===== src/rtl/plasma_mem_responder.sv =====
// ----------------------------------------------------------------------------
// plasma_mem_responder
//
// Target side of the Plasma CPU memory bus. Accepts a CPU access selected by
// the bus decoder, forwards it to a slower downstream memory controller over
// a req/ack handshake and stalls the CPU with O_mem_pause until the downstream
// completes. A request that sees no ack within TIMEOUT cycles is aborted. The
// sticky O_timeout flag is set, and reads return ERR_WORD.
//
// Parameters:
//   ADDR_W   downstream word-address width (O_addr = CPU word address LSBs)
//   TIMEOUT  REQ cycles without ack before abort, 1..255 (8-bit counter)
//   ERR_WORD read data returned on an aborted read
//
// Ports:
//   I_clk, I_rst_n         clock, asynchronous active-low reset
//   I_enable               bus decoder select for this block
//   I_mem_address[29:0]    CPU word address (byte address bits [31:2])
//   I_mem_byte_we[3:0]     byte write enables, 0 = read
//   I_mem_data_write[31:0] CPU write data
//   O_mem_data_read[31:0]  read data to CPU, held until the next read
//   O_mem_pause            CPU stall (combinational)
//   O_req, O_we, O_addr, O_be, O_wdata   downstream request fields
//   I_ack, I_rdata         downstream completion pulse and read data
//   O_timeout              sticky abort flag, cleared only by reset
//
// Optional build macro: PLASMA_RESP_WRITE_POST_EN
//   When defined, a write seen in IDLE is posted. The CPU is not stalled for
//   it, and any access arriving before the FSM is back in IDLE is stalled
//   until the posted write has drained.
//
// state | meaning
// ------+------------------------------------------------------------
// IDLE  | waiting for I_enable; latches the access and raises O_req
// REQ   | O_req held with stable fields until I_ack or timeout
// DONE  | one-cycle completion; pause released for non-posted access
// ----------------------------------------------------------------------------
module plasma_mem_responder #(
    parameter int unsigned ADDR_W   = 22,
    parameter int unsigned TIMEOUT  = 255,
    parameter logic [31:0] ERR_WORD = 32'hDEADBEEF
) (
    input  logic              I_clk,
    input  logic              I_rst_n,
    input  logic              I_enable,
    input  logic [29:0]       I_mem_address,
    input  logic [3:0]        I_mem_byte_we,
    input  logic [31:0]       I_mem_data_write,
    output logic [31:0]       O_mem_data_read,
    output logic              O_mem_pause,
    output logic              O_req,
    output logic              O_we,
    output logic [ADDR_W-1:0] O_addr,
    output logic [3:0]        O_be,
    output logic [31:0]       O_wdata,
    input  logic              I_ack,
    input  logic [31:0]       I_rdata,
    output logic              O_timeout
);

    typedef enum logic [1:0] {
        ST_IDLE = 2'd0,
        ST_REQ  = 2'd1,
        ST_DONE = 2'd2
    } state_t;

    localparam logic [7:0] TIMEOUT_C = 8'(TIMEOUT);

    state_t              state_q, state_d;
    logic [7:0]          cnt_q, cnt_d;
    logic                req_q, req_d;
    logic                we_q, we_d;
    logic [ADDR_W-1:0]   addr_q, addr_d;
    logic [3:0]          be_q, be_d;
    logic [31:0]         wdata_q, wdata_d;
    logic [31:0]         rdata_q, rdata_d;
    logic                timeout_q, timeout_d;

    logic                is_wr;
    logic [7:0]          cnt_inc;
    logic                timeout_hit;

    assign is_wr       = |I_mem_byte_we;
    assign cnt_inc     = cnt_q + 8'd1;
    // The cycle in which the counter would reach TIMEOUT is the last one
    // the request may wait; an ack in that same cycle still wins.
    assign timeout_hit = (cnt_inc == TIMEOUT_C);

`ifdef PLASMA_RESP_WRITE_POST_EN
    // Marks the in-flight transaction as a posted write, so the CPU stays
    // stalled through its DONE cycle instead of being released.
    logic posted_q, posted_d;
`endif

    generate
        if (ADDR_W < 30) begin : g_addr_unused
            logic unused_addr_bits;
            assign unused_addr_bits = ^I_mem_address[29:ADDR_W];
        end
    endgenerate

    // ------------------------------------------------------------------
    // State and datapath registers
    // ------------------------------------------------------------------
    always_ff @(posedge I_clk or negedge I_rst_n) begin
        if (!I_rst_n) begin
            state_q   <= ST_IDLE;
            cnt_q     <= 8'd0;
            req_q     <= 1'b0;
            we_q      <= 1'b0;
            addr_q    <= '0;
            be_q      <= 4'h0;
            wdata_q   <= 32'h0;
            rdata_q   <= 32'h0;
            timeout_q <= 1'b0;
`ifdef PLASMA_RESP_WRITE_POST_EN
            posted_q  <= 1'b0;
`endif
        end else begin
            state_q   <= state_d;
            cnt_q     <= cnt_d;
            req_q     <= req_d;
            we_q      <= we_d;
            addr_q    <= addr_d;
            be_q      <= be_d;
            wdata_q   <= wdata_d;
            rdata_q   <= rdata_d;
            timeout_q <= timeout_d;
`ifdef PLASMA_RESP_WRITE_POST_EN
            posted_q  <= posted_d;
`endif
        end
    end

    // ------------------------------------------------------------------
    // Next-state logic
    // ------------------------------------------------------------------
    always_comb begin
        state_d   = state_q;
        cnt_d     = cnt_q;
        req_d     = req_q;
        we_d      = we_q;
        addr_d    = addr_q;
        be_d      = be_q;
        wdata_d   = wdata_q;
        rdata_d   = rdata_q;
        timeout_d = timeout_q;
`ifdef PLASMA_RESP_WRITE_POST_EN
        posted_d  = posted_q;
`endif

        case (state_q)
            ST_IDLE: begin
                if (I_enable) begin
                    req_d   = 1'b1;
                    we_d    = is_wr;
                    addr_d  = I_mem_address[ADDR_W-1:0];
                    be_d    = is_wr ? I_mem_byte_we : 4'hF;
                    wdata_d = I_mem_data_write;
                    cnt_d   = 8'd0;
                    state_d = ST_REQ;
`ifdef PLASMA_RESP_WRITE_POST_EN
                    posted_d = is_wr;
`endif
                end
            end

            ST_REQ: begin
                if (I_ack) begin
                    req_d   = 1'b0;
                    if (!we_q) begin
                        rdata_d = I_rdata;
                    end
                    state_d = ST_DONE;
                end else if (timeout_hit) begin
                    req_d     = 1'b0;
                    timeout_d = 1'b1;
                    cnt_d     = cnt_inc;
                    if (!we_q) begin
                        rdata_d = ERR_WORD;
                    end
                    state_d   = ST_DONE;
                end else begin
                    cnt_d = cnt_inc;
                end
            end

            ST_DONE: begin
                cnt_d   = 8'd0;
                state_d = ST_IDLE;
            end

            default: begin
                req_d   = 1'b0;
                cnt_d   = 8'd0;
                state_d = ST_IDLE;
            end
        endcase
    end

    // ------------------------------------------------------------------
    // Output logic
    // ------------------------------------------------------------------
    always_comb begin
        O_mem_pause = 1'b0;
`ifdef PLASMA_RESP_WRITE_POST_EN
        case (state_q)
            ST_IDLE: O_mem_pause = I_enable & ~is_wr;
            ST_REQ:  O_mem_pause = I_enable;
            ST_DONE: O_mem_pause = I_enable & posted_q;
            default: O_mem_pause = I_enable;
        endcase
`else
        O_mem_pause = I_enable & (state_q != ST_DONE);
`endif
    end

    assign O_req           = req_q;
    assign O_we            = we_q;
    assign O_addr          = addr_q;
    assign O_be            = be_q;
    assign O_wdata         = wdata_q;
    assign O_mem_data_read = rdata_q;
    assign O_timeout       = timeout_q;

endmodule


===== config.mk =====
export PLATFORM = sky130hd
export DESIGN_NAME = plasma_mem_responder
export DESIGN_NICKNAME = d
export VERILOG_FILES = /design/src/rtl/plasma_mem_responder.sv
export SDC_FILE = /design/constraint.sdc
export NUM_CORES = 1
export LEC_CHECK = 0
export ABC_AREA = 1
export CELL_PAD_IN_SITES_DETAIL_PLACEMENT = 0
export CELL_PAD_IN_SITES_GLOBAL_PLACEMENT = 1
export CORE_AREA = 2 2 101 142
export CTS_BUF_LIST = sky130_fd_sc_hd__clkbuf_8
export DETAILED_ROUTE_END_ITERATION = 10
export DIE_AREA = 0 0 103 144
export PLACE_DENSITY = 0.9
export SLEW_MARGIN = 10
export SYNTH_ARGS = -nofsm -noshare
export SYNTH_HDL_FRONTEND = slang
export SYNTH_SLANG_ARGS = --single-unit

===== constraint.sdc =====
create_clock -name I_clk -period 4.91 [get_ports I_clk]
set_input_delay 0.7365 -clock I_clk [delete_from_list [all_inputs] [get_ports I_clk]]
set_output_delay 0.7365 -clock I_clk [all_outputs]
set_load 0.01 [all_outputs]

* After elaboration in Yosys (flattened, before gate mapping)
Cells that the tools add are included.
Word-level totals: register bits after elaboration 103, input bits 102, output and inout port bits 94, word-level logic and storage cells 46
Operators by class: $add $sub $neg 1, eq/ne operators 7, mux-type cells 16, bitwise operators 4, reductions and logical operators 9
Operators with widths (count):
- $mux 32 | 4
- $mux 8 | 2
- $pmux 8 s2 | 1
- $reduce_and 3->1 | 3
- $add 8x1->8 const B | 1
- $eq 8x8->1 const B | 1
- $mux 2 | 3
- $ne 2x2->1 const B | 3
- $reduce_and 2->1 | 3
- $mux 4 | 1
- $pmux 2 s2 | 1
- $reduce_or 4->1 | 1
- $mux 1 | 3
- $ne 3x3->1 const B | 1
- $not 1->1 | 3
- $pmux 1 s3 | 1
- $eq 2x1->1 const B | 1
- $eq 2x2->1 const B | 1
- $logic_not 2->1 | 1
- $reduce_bool 2->1 | 1
- $and 1x1->1 | 1

* Depth between registers and ports, before layout
depth in word-level cells 5, gate-level depth with buffers 13, mapped depth without buffers 12

* Worst setup path before layout
OpenSTA, ideal clock, no wires.
path kind input to register, start in I_ack, end reg rdata_q[28] (netlist: O_mem_data_read[28]), library setup time 117 ps, data arrival time 1627 ps, data required time 4793 ps, setup slack 3166 ps, cell stages on the path 6, path buffers 2, cells stage by stage buf_2 -> inv_1 -> clkbuf_1 -> or2_2 -> nand4_1 -> nand2_1
Between the ends: longest elaborated chain between the ends 2, elaborated cells on any way between the ends 3, classes of those cells mux (1); reduce/logical (2)
Ends and longest elaborated chain:
- from (decl) | RTL line 56 | input logic I_ack,
- $reduce_bool 2->1 (no line)
- $reduce_and 3->1 (no line)
- to (signal assigned) | RTL line 127 | rdata_q <= rdata_d;
- to (decl) | RTL line 76 | logic [31:0] rdata_q, rdata_d;
Several ways; a longest one is shown, not always the timed one. A chain may end at the register's enable or synchronous reset.

* Worst setup path in the final report
start in I_enable, end out O_mem_pause
Between the ends: longest elaborated chain between the ends 1
Ends and longest elaborated chain:
- from (decl) | RTL line 45 | input logic I_enable,
- $and 1x1->1 | RTL line 214 | O_mem_pause = I_enable & (state_q != ST_DONE);
- to (decl) | RTL line 50 | output logic O_mem_pause,
No other way between the ends.

==> results.md <==
- Status: finished, final reports clean
- WP data arrival: 2.02 ns
- Port bufs: 187
- Clk slew on worst S/H paths: roughly 0.1 ns
- Cell area after synthesis: roughly 0.0044 sq mm
- IR drop worst, VDD: between 200 and 250 uV
- Max-Cap Viols: 0
- Worst-Margin Slew: approximately 0.96 ns
- Starting Density: between 30 and 40%
- Critical-path top delay cell: clkdlybuf4s50_1
- Synth Register Bits: a little over 100
- Vias per inst: roughly 4.7
- Largest cells by area after synthesis: dfrtp_1 59%, nand2_1 20%, nand4_1 4.6%
- Most common cell in the netlist: nand2_1
- Die Height: 144 um
- Critical Path Max Stage Delay: 0.59 ns
- Commonest cells post-synth: 237 x nand2_1, 103 x dfrtp_1, 32 x nand4_1, 24 x or2_2, 16 x clkbuf_1
- Synthesis-to-layout area growth: 50.4%
- Number of buffers inserted by hold repair at cts: 0
- Hold crit path type: in -> async
- Area taken by flip-flops and latches: roughly 0.0026 sq mm
- I/O Pins: roughly 200
- Crit path kind: in -> out
- Dpl cells: about 840
- Mapped Nets: 598
- Tmin final: ~2.8 ns
- Critical Path RT: 4.17 ns
- Startpoint Class: input port
- HPWL after DPL: about 8700 um
- Setup Fix Bufs, Post-CTS: 0
- Placer congestion estimate: 0.853
- Core area: ~0.014 sq mm
- Share of the synthesized area in the top cell type: slightly below 60%
- Slew headroom: 36.1%
- Hold Violations, Final: 0
- Slew Limit Fails: 0
- Main synth FF type: dfrtp_1
- Largest net degree at the start of global routing: 63
- GRT Util Overall: 16.7%
- Final Skew: approximately 0.011 ns
- Setup TNS: 0 ns
- Core Rows: around 50
- Initial DRC count: 98
- CTS sink count: 103
- Fin cells: 860
- Seq/Total Area, Yosys: between 50% and 60%
- Bufs on Longest Clock Path: 2
- H-tree depth: 3
- TritonRoute pass-1 iters: 5
- Gate Count Post-Synth: ~500
- CP Capture Type: output pin
- Number of buffers created by CTS: 9
- Yosys warning total: 0
- Buf+Inv Stages, Crit Path: 3
- Tcrit/Tclk final: 56.0%
- EDFF count, synth: 0
- WP depth: 4
- Vias: 3999
- Vias in the first global route: 4063
- Cell taking the most area after synthesis: dfrtp_1
- RSZ-0062 raised after global routing: no
- FMAX: between 300 and 400 MHz
- Number of antenna violations at the first check in global routing: 1
- Crit path max fanout: 2
- Power density cells: ~530 mW/mm^2
- Leak: between 3 and 4 nW
- Asr flop ratio synth: 100%
- Share of cells above drive strength 1: about a tenth
- Syn avg cell area: roughly 8.9 sq um
- Die area: 0.0148 sq mm
- DRT Wirelength: between 10000 and 15000 um
- Finished Core Util: ~48%
- Synth unique cells: 29
- First-pass GRT wire length: 19500 um
- CTS tree: yes
- Hold_ws: between 0.4 and 0.5 ns
- DIE WIDTH: between 100 and 150 um
- Number of gates resized after CTS: 0
- Reg2reg path depth: 10
- Post-route ant nets: 0
- DRC violations left: 0
- Final setup fails: 0
- ANT cells: 0
- Fill count: between 1000 and 1500
- Area of the multi-input gates: around 0.0016 sq mm
- Overall power: roughly 3.5 mW
- Most common cell on crit path: clkdlybuf4s50_1
- Gr ovfl total: 0
- Skew-Pair Late Insertion Delay: 0.38 ns
- Net count, final: just under 800
- Crit path max-delay family: buffers and inverters
- Post-DR wirelength/cell: 14.2 um
- Clock root buffer master: clkbuf_8
- Ordered cell list for the critical path: clkdlybuf4s50_1 -> inv_1 -> a21oi_1 -> clkdlybuf4s50_1
## per-layer routing
layer | vias up | global-route usage [%] | part of all wire [%]
met5 | - | 0 | 0
li1 | 1911 | - | -
met2 | 156 | 27.6 | 49
met4 | 0 | 7.48 | 2.6
met3 | 21 | 5.41 | 9.2
met1 | 1911 | 19.8 | 39
## metrics by stage
stage | cell area, sq um | setup WS [ns]
after floorplan | 4380 | 3.17
after global placement | 6390 | 1.85
after detailed placement | 6390 | 1.79
after CTS | 6590 | 2.16
after global routing | 6590 | 1.99
final | 6590 | 2.16
## state kept, by name, indices dropped and copies added (netlist names)
| register | cells |
|---|---|
| O_timeout | 1 |
| O_req | 1 |
| O_mem_data_read | 32 |
| state_q | 2 |
| O_be | 4 |
| O_we | 1 |
| O_wdata | 32 |
| cnt_q | 8 |
| O_addr | 22 |
## cell type report
type,instances,share of cell area (%)
tap,185,3.51
multi-input combinational,349,24.6
sequential,103,39.1
timing repair buffer,191,28.8
inverter,16,0.911
clock buffer,9,1.88
clock inverter,7,1.23
## worst paths after layout
kind	slack, ns	endpoint	start
worst max-delay path	2.16	O_mem_pause	I_enable
worst max register to register	2.62	O_mem_data_read[18]	cnt_q[0]
max in group asynchronous	3.41	O_wdata[27]	I_rst_n
worst min-delay path	0.46	O_mem_data_read[9]	I_rst_n
worst min register to register	0.48	O_mem_data_read[31]	O_mem_data_read[31]
min in group I_clk	0.48	O_mem_data_read[31]	O_mem_data_read[31]
## power by group
part	internal, mW	switching, mW	total [mW]
combinational	0.811	0.709	1.52
sequential	1.19	0.202	1.39
clock	0.242	0.313	0.556
## worst register-to-register path, cell delays in order, from the launching register on
cell     delay (ns)
dfrtp_1        0.46
ha_1           0.25
nand3_1        0.15
o21ai_0        0.17
nand2_1        0.10
nor2_2         0.15
nand2_4        0.10
nand2_8        0.17
nand3_4        0.40
nand2_1        0.17
nand2_1        0.07
## placed cells by master (no fill, tap or decap), types with 2 or more instances in the layout
cell,instances
inv_2,2
a21oi_1,3
dfrtp_1,103
o22a_1,4
ha_1,2
nand4_1,32
or2_2,24
nand2_2,13
inv_1,13
buf_4,5
inv_6,2
nand2_1,236
o22ai_1,4
clkinv_4,3
nand3_1,6
clkbuf_8,9
o21ai_0,7
nor2_2,5
nor2_1,5
clkdlybuf4s50_1,186
## cells by family (layout without fill, tap and decap cells)
family,count (synthesis),after routing,synth area share (%)
AND/OR/NAND/NOR,326,326,33.3
flip-flops,103,103,58.8
AO/OA/AOI/OAI,20,20,2.80
buffers and inverters,42,223,4.31
XOR/XNOR,1,1,0.200
adder cells (fa/ha/maj),2,2,0.571
Note: power is estimated with default switching activity, not from simulation.
